**src/rtl/run_ctrl_pkg.sv**
```systemverilog
// ---------------------------------------------------------------------------
// run_ctrl_pkg
// Shared types and constants for the run/step/breakpoint controller that sits
// between the clock source and the multicycle RISC240 core.
//   rc_state_t   : controller state as seen on the rc_state output
//   halt_cause_t : reason the controller last stopped, seen on halt_cause
//   TRACE_DEPTH  : entries in the optional PC trace buffer
//   idx_width()  : index width for a bank of n entries, never below 1 bit
// ---------------------------------------------------------------------------
package run_ctrl_pkg;

    localparam int TRACE_DEPTH = 8;
    localparam int TRACE_PTR_W = 3;

    typedef enum logic [1:0] {
        RC_HALTED   = 2'd0,
        RC_RUNNING  = 2'd1,
        RC_STEPPING = 2'd2
    } rc_state_t;

    typedef enum logic [2:0] {
        HC_NONE    = 3'd0,
        HC_RESET   = 3'd1,
        HC_STEP    = 3'd2,
        HC_BREAK   = 3'd3,
        HC_HALTREQ = 3'd4,
        HC_TIMEOUT = 3'd5
    } halt_cause_t;

    function automatic int idx_width(input int n);
        return (n > 1) ? $clog2(n) : 1;
    endfunction

endpackage

```
**src/rtl/run_control_bp_bank.sv**
```systemverilog
// ---------------------------------------------------------------------------
// bp_bank
// Bank of NUM_BP breakpoint registers (address + enable) compared in parallel
// against the core PC.
// Ports:
//   clock, reset       : system clock, async active-high reset (clears slots)
//   bp_we/bp_idx       : write strobe and slot select
//   bp_addr/bp_en      : address and enable written into the selected slot
//   pc                 : core PC to compare against
//   hit                : at least one enabled slot matches pc
//   hit_idx            : lowest matching slot index (0 when no hit)
// Writes land in the registers at the clock edge, so a slot written in the
// same cycle it matches still compares with its old contents.
// ---------------------------------------------------------------------------
module bp_bank
    import run_ctrl_pkg::*;
#(
    parameter int ADDR_W = 16,
    parameter int NUM_BP = 4,
    localparam int IDX_W = idx_width(NUM_BP)
) (
    input  logic              clock,
    input  logic              reset,
    input  logic              bp_we,
    input  logic [IDX_W-1:0]  bp_idx,
    input  logic [ADDR_W-1:0] bp_addr,
    input  logic              bp_en,
    input  logic [ADDR_W-1:0] pc,
    output logic              hit,
    output logic [IDX_W-1:0]  hit_idx
);

    logic [ADDR_W-1:0] addr_q [NUM_BP];
    logic [ADDR_W-1:0] addr_d [NUM_BP];
    logic [NUM_BP-1:0] en_q;
    logic [NUM_BP-1:0] en_d;
    logic [NUM_BP-1:0] match;

    // Slot write decode; an index beyond the bank (non power-of-two NUM_BP)
    // writes nothing.
    always_comb begin
        addr_d = addr_q;
        en_d   = en_q;
        if (bp_we) begin
            for (int i = 0; i < NUM_BP; i++) begin
                if (IDX_W'(i) == bp_idx) begin
                    addr_d[i] = bp_addr;
                    en_d[i]   = bp_en;
                end
            end
        end
    end

    always_ff @(posedge clock or posedge reset) begin
        if (reset) begin
            for (int i = 0; i < NUM_BP; i++) begin
                addr_q[i] <= '0;
            end
            en_q <= '0;
        end else begin
            addr_q <= addr_d;
            en_q   <= en_d;
        end
    end

    // Scan from the top down so the lowest matching slot wins.
    always_comb begin
        hit_idx = '0;
        for (int i = 0; i < NUM_BP; i++) begin
            match[i] = en_q[i] && (addr_q[i] == pc);
        end
        for (int i = NUM_BP - 1; i >= 0; i--) begin
            if (match[i]) begin
                hit_idx = IDX_W'(i);
            end
        end
        hit = |match;
    end

endmodule

```
**src/rtl/run_control.sv**
```systemverilog
// ---------------------------------------------------------------------------
// run_control
// Run/step/breakpoint controller for the multicycle RISC240 core. Produces a
// per-cycle cpu_en that gates every core register update and memory write,
// and adds hardware halt, single-instruction step, a PC breakpoint bank and a
// cycle-count timeout.
// Ports:
//   clock, reset            : system clock, async active-high reset
//   run_req/step_req/halt_req : single-cycle control pulses
//   fetch, pc               : core is at FETCH (instruction boundary), core PC
//   bp_we/bp_idx/bp_addr/bp_en : breakpoint slot write
//   cpu_en                  : core advances this cycle (combinational)
//   rc_state, halt_cause, halt_bp : controller status for LEDs
//   cycle_count             : enabled cycles since reset, saturating
//   trace_idx, trace_pc     : PC trace read port (0 = newest, 1-cycle latency)
// Optional feature macro: RUN_CTRL_PC_TRACE_EN enables the 8-entry PC trace
// buffer; without it trace_pc is tied to 0.
// ---------------------------------------------------------------------------
module run_control
    import run_ctrl_pkg::*;
#(
    parameter int ADDR_W     = 16,
    parameter int NUM_BP     = 4,
    parameter int CNT_W      = 32,
    parameter int MAX_CYCLES = 50000,
    localparam int BP_IDX_W  = idx_width(NUM_BP)
) (
    input  logic                clock,
    input  logic                reset,
    input  logic                run_req,
    input  logic                step_req,
    input  logic                halt_req,
    input  logic                fetch,
    input  logic [ADDR_W-1:0]   pc,
    input  logic                bp_we,
    input  logic [BP_IDX_W-1:0] bp_idx,
    input  logic [ADDR_W-1:0]   bp_addr,
    input  logic                bp_en,
    output logic                cpu_en,
    output logic [1:0]          rc_state,
    output logic [2:0]          halt_cause,
    output logic [BP_IDX_W-1:0] halt_bp,
    output logic [CNT_W-1:0]    cycle_count,
    input  logic [2:0]          trace_idx,
    output logic [ADDR_W-1:0]   trace_pc
);

    localparam bit               TIMEOUT_ON = (MAX_CYCLES != 0);
    localparam logic [CNT_W-1:0] MAX_COUNT  = CNT_W'(MAX_CYCLES);

    rc_state_t             rc_state_q,     rc_state_d;
    halt_cause_t           halt_cause_q,   halt_cause_d;
    logic [BP_IDX_W-1:0]   halt_bp_q,      halt_bp_d;
    logic [CNT_W-1:0]      cycle_count_q,  cycle_count_d;
    logic                  halt_pending_q, halt_pending_d;
    logic                  first_q,        first_d;
    logic                  timed_out_q,    timed_out_d;

    logic                  bp_hit;
    logic [BP_IDX_W-1:0]   bp_hit_idx;
    logic                  active;
    logic                  timeout_hit;
    logic                  boundary;
    logic                  stop_now;
    halt_cause_t           stop_cause;

    bp_bank #(
        .ADDR_W (ADDR_W),
        .NUM_BP (NUM_BP)
    ) u_bp_bank (
        .clock   (clock),
        .reset   (reset),
        .bp_we   (bp_we),
        .bp_idx  (bp_idx),
        .bp_addr (bp_addr),
        .bp_en   (bp_en),
        .pc      (pc),
        .hit     (bp_hit),
        .hit_idx (bp_hit_idx)
    );

    // State register.
    always_ff @(posedge clock or posedge reset) begin
        if (reset) begin
            rc_state_q     <= RC_HALTED;
            halt_cause_q   <= HC_RESET;
            halt_bp_q      <= '0;
            cycle_count_q  <= '0;
            halt_pending_q <= 1'b0;
            first_q        <= 1'b0;
            timed_out_q    <= 1'b0;
        end else begin
            rc_state_q     <= rc_state_d;
            halt_cause_q   <= halt_cause_d;
            halt_bp_q      <= halt_bp_d;
            cycle_count_q  <= cycle_count_d;
            halt_pending_q <= halt_pending_d;
            first_q        <= first_d;
            timed_out_q    <= timed_out_d;
        end
    end

    // Stop detection. The timeout may cut an instruction short; boundary
    // stops are skipped on the first enabled cycle so the core can leave the
    // FETCH it was halted on (including a breakpoint address).
    always_comb begin
        active      = (rc_state_q != RC_HALTED);
        timeout_hit = TIMEOUT_ON && active && (cycle_count_q == MAX_COUNT);
        boundary    = fetch && !first_q && active;
        stop_now    = 1'b0;
        stop_cause  = HC_NONE;
        if (timeout_hit) begin
            stop_now   = 1'b1;
            stop_cause = HC_TIMEOUT;
        end else if (boundary) begin
            if (halt_pending_q) begin
                stop_now   = 1'b1;
                stop_cause = HC_HALTREQ;
            end else if (bp_hit) begin
                stop_now   = 1'b1;
                stop_cause = HC_BREAK;
            end else if (rc_state_q == RC_STEPPING) begin
                stop_now   = 1'b1;
                stop_cause = HC_STEP;
            end
        end
    end

    // Next-state logic. A halt_req arriving together with run/step while
    // halted cancels the start; after a timeout only reset can restart.
    always_comb begin
        rc_state_d     = rc_state_q;
        halt_cause_d   = halt_cause_q;
        halt_bp_d      = halt_bp_q;
        halt_pending_d = halt_pending_q;
        first_d        = first_q;
        timed_out_d    = timed_out_q;
        case (rc_state_q)
            RC_HALTED: begin
                if (!timed_out_q && !halt_req && (run_req || step_req)) begin
                    rc_state_d   = run_req ? RC_RUNNING : RC_STEPPING;
                    first_d      = 1'b1;
                    halt_cause_d = HC_NONE;
                end
            end
            RC_RUNNING, RC_STEPPING: begin
                if (stop_now) begin
                    rc_state_d     = RC_HALTED;
                    halt_cause_d   = stop_cause;
                    halt_pending_d = 1'b0;
                    first_d        = 1'b0;
                    if (stop_cause == HC_BREAK) begin
                        halt_bp_d = bp_hit_idx;
                    end
                    if (stop_cause == HC_TIMEOUT) begin
                        timed_out_d = 1'b1;
                    end
                end else begin
                    if (halt_req) begin
                        halt_pending_d = 1'b1;
                    end
                    first_d = 1'b0;
                end
            end
            default: begin
                rc_state_d = RC_HALTED;
            end
        endcase
    end

    // Outputs and the saturating enabled-cycle counter.
    always_comb begin
        cpu_en        = active && !stop_now;
        cycle_count_d = cycle_count_q;
        if (cpu_en && (cycle_count_q != '1)) begin
            cycle_count_d = cycle_count_q + 1'b1;
        end
    end

    assign rc_state    = rc_state_q;
    assign halt_cause  = halt_cause_q;
    assign halt_bp     = halt_bp_q;
    assign cycle_count = cycle_count_q;

`ifdef RUN_CTRL_PC_TRACE_EN
    logic [ADDR_W-1:0]      trace_buf_q [TRACE_DEPTH];
    logic [ADDR_W-1:0]      trace_buf_d [TRACE_DEPTH];
    logic [TRACE_PTR_W-1:0] trace_wr_q, trace_wr_d;
    logic [TRACE_PTR_W-1:0] trace_rd;
    logic [ADDR_W-1:0]      trace_pc_q, trace_pc_d;

    // trace_wr_q points at the slot the next capture lands in, so the newest
    // entry is one behind it. The read sees the buffer before this cycle's
    // capture.
    always_comb begin
        trace_buf_d = trace_buf_q;
        trace_wr_d  = trace_wr_q;
        trace_rd    = trace_wr_q - 3'd1 - trace_idx;
        trace_pc_d  = trace_buf_q[trace_rd];
        if (cpu_en && fetch) begin
            trace_buf_d[trace_wr_q] = pc;
            trace_wr_d              = trace_wr_q + 3'd1;
        end
    end

    always_ff @(posedge clock or posedge reset) begin
        if (reset) begin
            for (int i = 0; i < TRACE_DEPTH; i++) begin
                trace_buf_q[i] <= '0;
            end
            trace_wr_q <= '0;
            trace_pc_q <= '0;
        end else begin
            trace_buf_q <= trace_buf_d;
            trace_wr_q  <= trace_wr_d;
            trace_pc_q  <= trace_pc_d;
        end
    end

    assign trace_pc = trace_pc_q;
`else
    logic unused_trace_idx;
    assign unused_trace_idx = ^trace_idx;
    assign trace_pc         = '0;
`endif

endmodule
```
**config.mk**
```make
export PLATFORM = sky130hd
export DESIGN_NAME = run_control
export DESIGN_NICKNAME = d
export VERILOG_FILES = /design/src/rtl/run_ctrl_pkg.sv /design/src/rtl/run_control_bp_bank.sv /design/src/rtl/run_control.sv
export SDC_FILE = /design/constraint.sdc
export NUM_CORES = 1
export LEC_CHECK = 0
export CAP_MARGIN = 10
export CORE_UTILIZATION = 53
export DETAILED_ROUTE_END_ITERATION = 8
export PLACE_DENSITY = 0.8
export RECOVER_POWER = 50
export SETUP_SLACK_MARGIN = 0.2
export SLEW_MARGIN = 25
export SYNTH_ARGS = -nofsm -noshare
export SYNTH_HDL_FRONTEND = slang
export SYNTH_SLANG_ARGS = --single-unit
```
**constraint.sdc**
```tcl
create_clock -name clock -period 5.14 [get_ports clock]
set_input_delay 1.028 -clock clock [delete_from_list [all_inputs] [get_ports clock]]
set_output_delay 1.028 -clock clock [all_outputs]
set_load 0.01 [all_outputs]
```
==> results.md, run 1 <==
- Run status: finished, violations left
- Failing checks: capacitance limit, slew limit
- DR DRC count: 0
- Reg2Reg Depth: 11
- P_sw: 761 uW
- Clk_lat worst skew: 0.38 ns
- Number of synthesized register bits: 110
- Critical path class: input port to output port
- I/O Buffers: 81
- Synth async-reset ratio: 100%
- CTS tree: built
- GPL Wtd Cong: 0.848
- Period utilization: 90.9%
- Die H: 105 um
- CP Capture Type: output port
- Clk sink count: 110
- Setup bufs post-CTS: 0
- Post-CTS Hold Fix Bufs: 0
- Startpoint types: input port
- Syn Inst Count: 476
- CTS max path bufs: 2
- Post-route ant nets: 0
- Hold Path Depth: 1
- Pwr Total: 2360 uW
- # rows: 37
- Worst path max stage delay: 0.52 ns
- Multi-input logic area: 2690 um^2
- Power per cell area: 354 nW/um^2
- Register area share after synthesis: 49.0%
- Via count: 3870
- Die Area: 11000 um^2
- Worst VDD drop: 0.207 mV
- Syn Area/Cell: 11.8 um^2
- Internal Power: 1600 uW
- CP required: 4.11 ns
- Iter 0 DRT Violations: 194
- Unrepaired setup endpoints after global routing: false
- CTS buffer count: 9
- Post-DP HPWL: 8620 um
- Setup violations, final: 0
- Crit-path cells: clkdlybuf4s50_1 -> xnor2_1 -> nand4_1 -> nor4_1 -> nand3_1 -> and4b_4 -> o21ai_4 -> inv_1 -> clkdlybuf4s50_1
- First-pass GRT wire length: 20300 um
- CTS resizes: 0
- Min Hold Slack: 0.482 ns
- Most used cell, CP: clkdlybuf4s50_1
- Setup tns final: 0 ns
- Part of the power in registers: 49.2%
- Die Wd: 105 um
- Final nets: 609
- Initial Util: 54.5%
- Fillers: 806
- Design area: 6680 um^2
- WL per Instance: 17.1 um
- Sw Ratio: 32.2%
- Placement Cell Area: 6510 um^2
- Least-Margin Pin Slew: 3.25 ns
- Slew HR: -117%
- CTS root buf: clkbuf_8
- CP max FO: 5
- Final hold violations: 0
- Static leakage: 0.00277 uW
- Register area: 2750 um^2
- Post-synth EDFFs: 0
- Max Slew Vio Count: 89
- Grt ovf: 0
- N_diodes: 0
- Cell Area, Synth: 5620 um^2
- Clock share of power: 22.1%
- Setup Skew: 0.0139 ns
- Synth-to-Final Area Change: 18.7%
- Share of cells above drive strength 1: 18.4%
- Largest net degree at the start of global routing: 89
- Crit path time final: 4.67 ns
- Number of global-route vias before repair: 3995
- H-tree Lvls: 3
- Fin util: 64.7%
- Commonest non-fill, non-tap cell in the layout: dfrtp_1
- IO Pins: 101
- Synth Flop Type: dfrtp_1
- Netlist cell types: 47
- Synth warnings: 0
- 1st-pass router iterations: 4
- Final WL: 12000 um
- Clock transition at path regs: 0.09 ns
- Most frequent cells in the layout: dfrtp_1, mux2_2, clkdlybuf4s50_1
- Power share of the combinational group: 28.7%
- Fmax: 214 MHz
- Core Box Area: 10300 um^2
- Via/cell ratio: 5.53
- Initial antenna violation count: 0
- Critical path's slowest cell: clkdlybuf4s50_1
- Arr. time, crit path: 3.64 ns
- MaxCap Viol Count: 1
- Aggregate global-route resource usage: 23.4%
- Hold WC Path Type: flip-flop to flip-flop
[stage by stage]
stage / cells / worst slack, ns
5_1_grt: 700 / 0.226
2_1_floorplan: 491 / 1.21
3_5_place_dp: 685 / 0.496
4_1_cts: 700 / 0.482
6_report: 700 / 0.470
3_3_place_gp: 685 / 0.497
[kinds of logic (layout without fill, tap and decap cells)]
family / Yosys count / count (layout) / share of synthesized area [%]
and+or+nand+nor: 140 / 140 / 14.8
adders and majority gates: 4 / 4 / 0.890
other: 1 / 16 / 0.0667
muxes: 69 / 69 / 13.9
buffers and inverters: 37 / 110 / 4.07
DFF: 110 / 110 / 49.0
xor gates and xnor gates: 95 / 95 / 14.8
AOI/OAI and AO/OA: 20 / 20 / 2.49
[area by class of cell]
type / count / area share [%]
Clock buffer: 11 / 2.12
Sequential cell: 110 / 41.3
Clock inverter: 4 / 0.712
Inverter: 12 / 0.675
Tap cell: 136 / 2.55
Timing Repair Buffer: 83 / 12.3
Multi-Input combinational cell: 344 / 40.4
[flip-flops by register name, summed over array words and instances (netlist names), 2 cells and up]
name	count
u_bp_bank.en_q	4
u_bp_bank.addr_q	64
halt_cause	3
halt_bp	2
rc_state	2
cycle_count	32
[per-layer routing]
layer  global-route usage [%]  wire length [um]  up-vias
met5                        0                 0        -
met4                     8.15               157        0
li1                         -                 -     1800
met1                     32.0              5480     1954
met2                     38.0              5900      103
met3                     3.62               432       13
[synth_stat cells (2+ instances only)]
library cell	count	share of area (%)
inv_1	12	0.80
and3_4	2	0.40
nor2_1	12	0.80
buf_4	18	2.4
xnor2_1	36	5.6
buf_6	3	0.60
a21oi_1	5	0.44
nand4_1	11	1.2
o21ai_0	5	0.44
o21bai_1	2	0.27
nand3b_1	2	0.27
dfrtp_1	109	48
nor3b_1	2	0.27
nor4_2	4	0.89
nor4_1	20	2.2
nor3_1	16	1.4
ha_1	4	0.89
and3_1	6	0.67
mux2_2	68	14
nor4b_1	2	0.31
nand3_1	13	1.2
nand2_1	35	2.3
nor4b_2	3	0.80
and2_1	2	0.22
clkbuf_1	4	0.27
xor2_1	59	9.2
[worst paths after layout]
kind | from | end | slack, ns
max | pc[2] | cpu_en | 0.47
min | timed_out_q | timed_out_q | 0.48
max reg2reg | cycle_count[0] | cycle_count[1] | 1.50
min reg2reg | timed_out_q | timed_out_q | 0.48
max in group asynchronous | reset | cycle_count[9] | 0.89
min in group asynchronous | reset | u_bp_bank.addr_q[7] | 2.29
[power by group through the flow]
stage	combinational (uW)	sequential, uW	clock, uW
global placement	663	1160	0
global route	743	1180	565
detailed placement	683	1180	0
floorplan	447	1160	0
finish	678	1160	522
CTS	690	1160	531
[worst max-delay path: cells and delay by family]
kind | cells | cell delay, ns
AND/OR/NAND/NOR | 4 | 1.13
buffers and inverters | 3 | 1.06
XOR/XNOR | 1 | 0.30
AO/OA/AOI/OAI | 1 | 0.13
(Power assumes the default switching activity.)
==> run 2: changes to the inputs <==
- SETUP_SLACK_MARGIN: 0.2 -> 0.05
==> results of run 2 <==
Same layout as run 1: the final DEF is identical, and so are final timing and power.
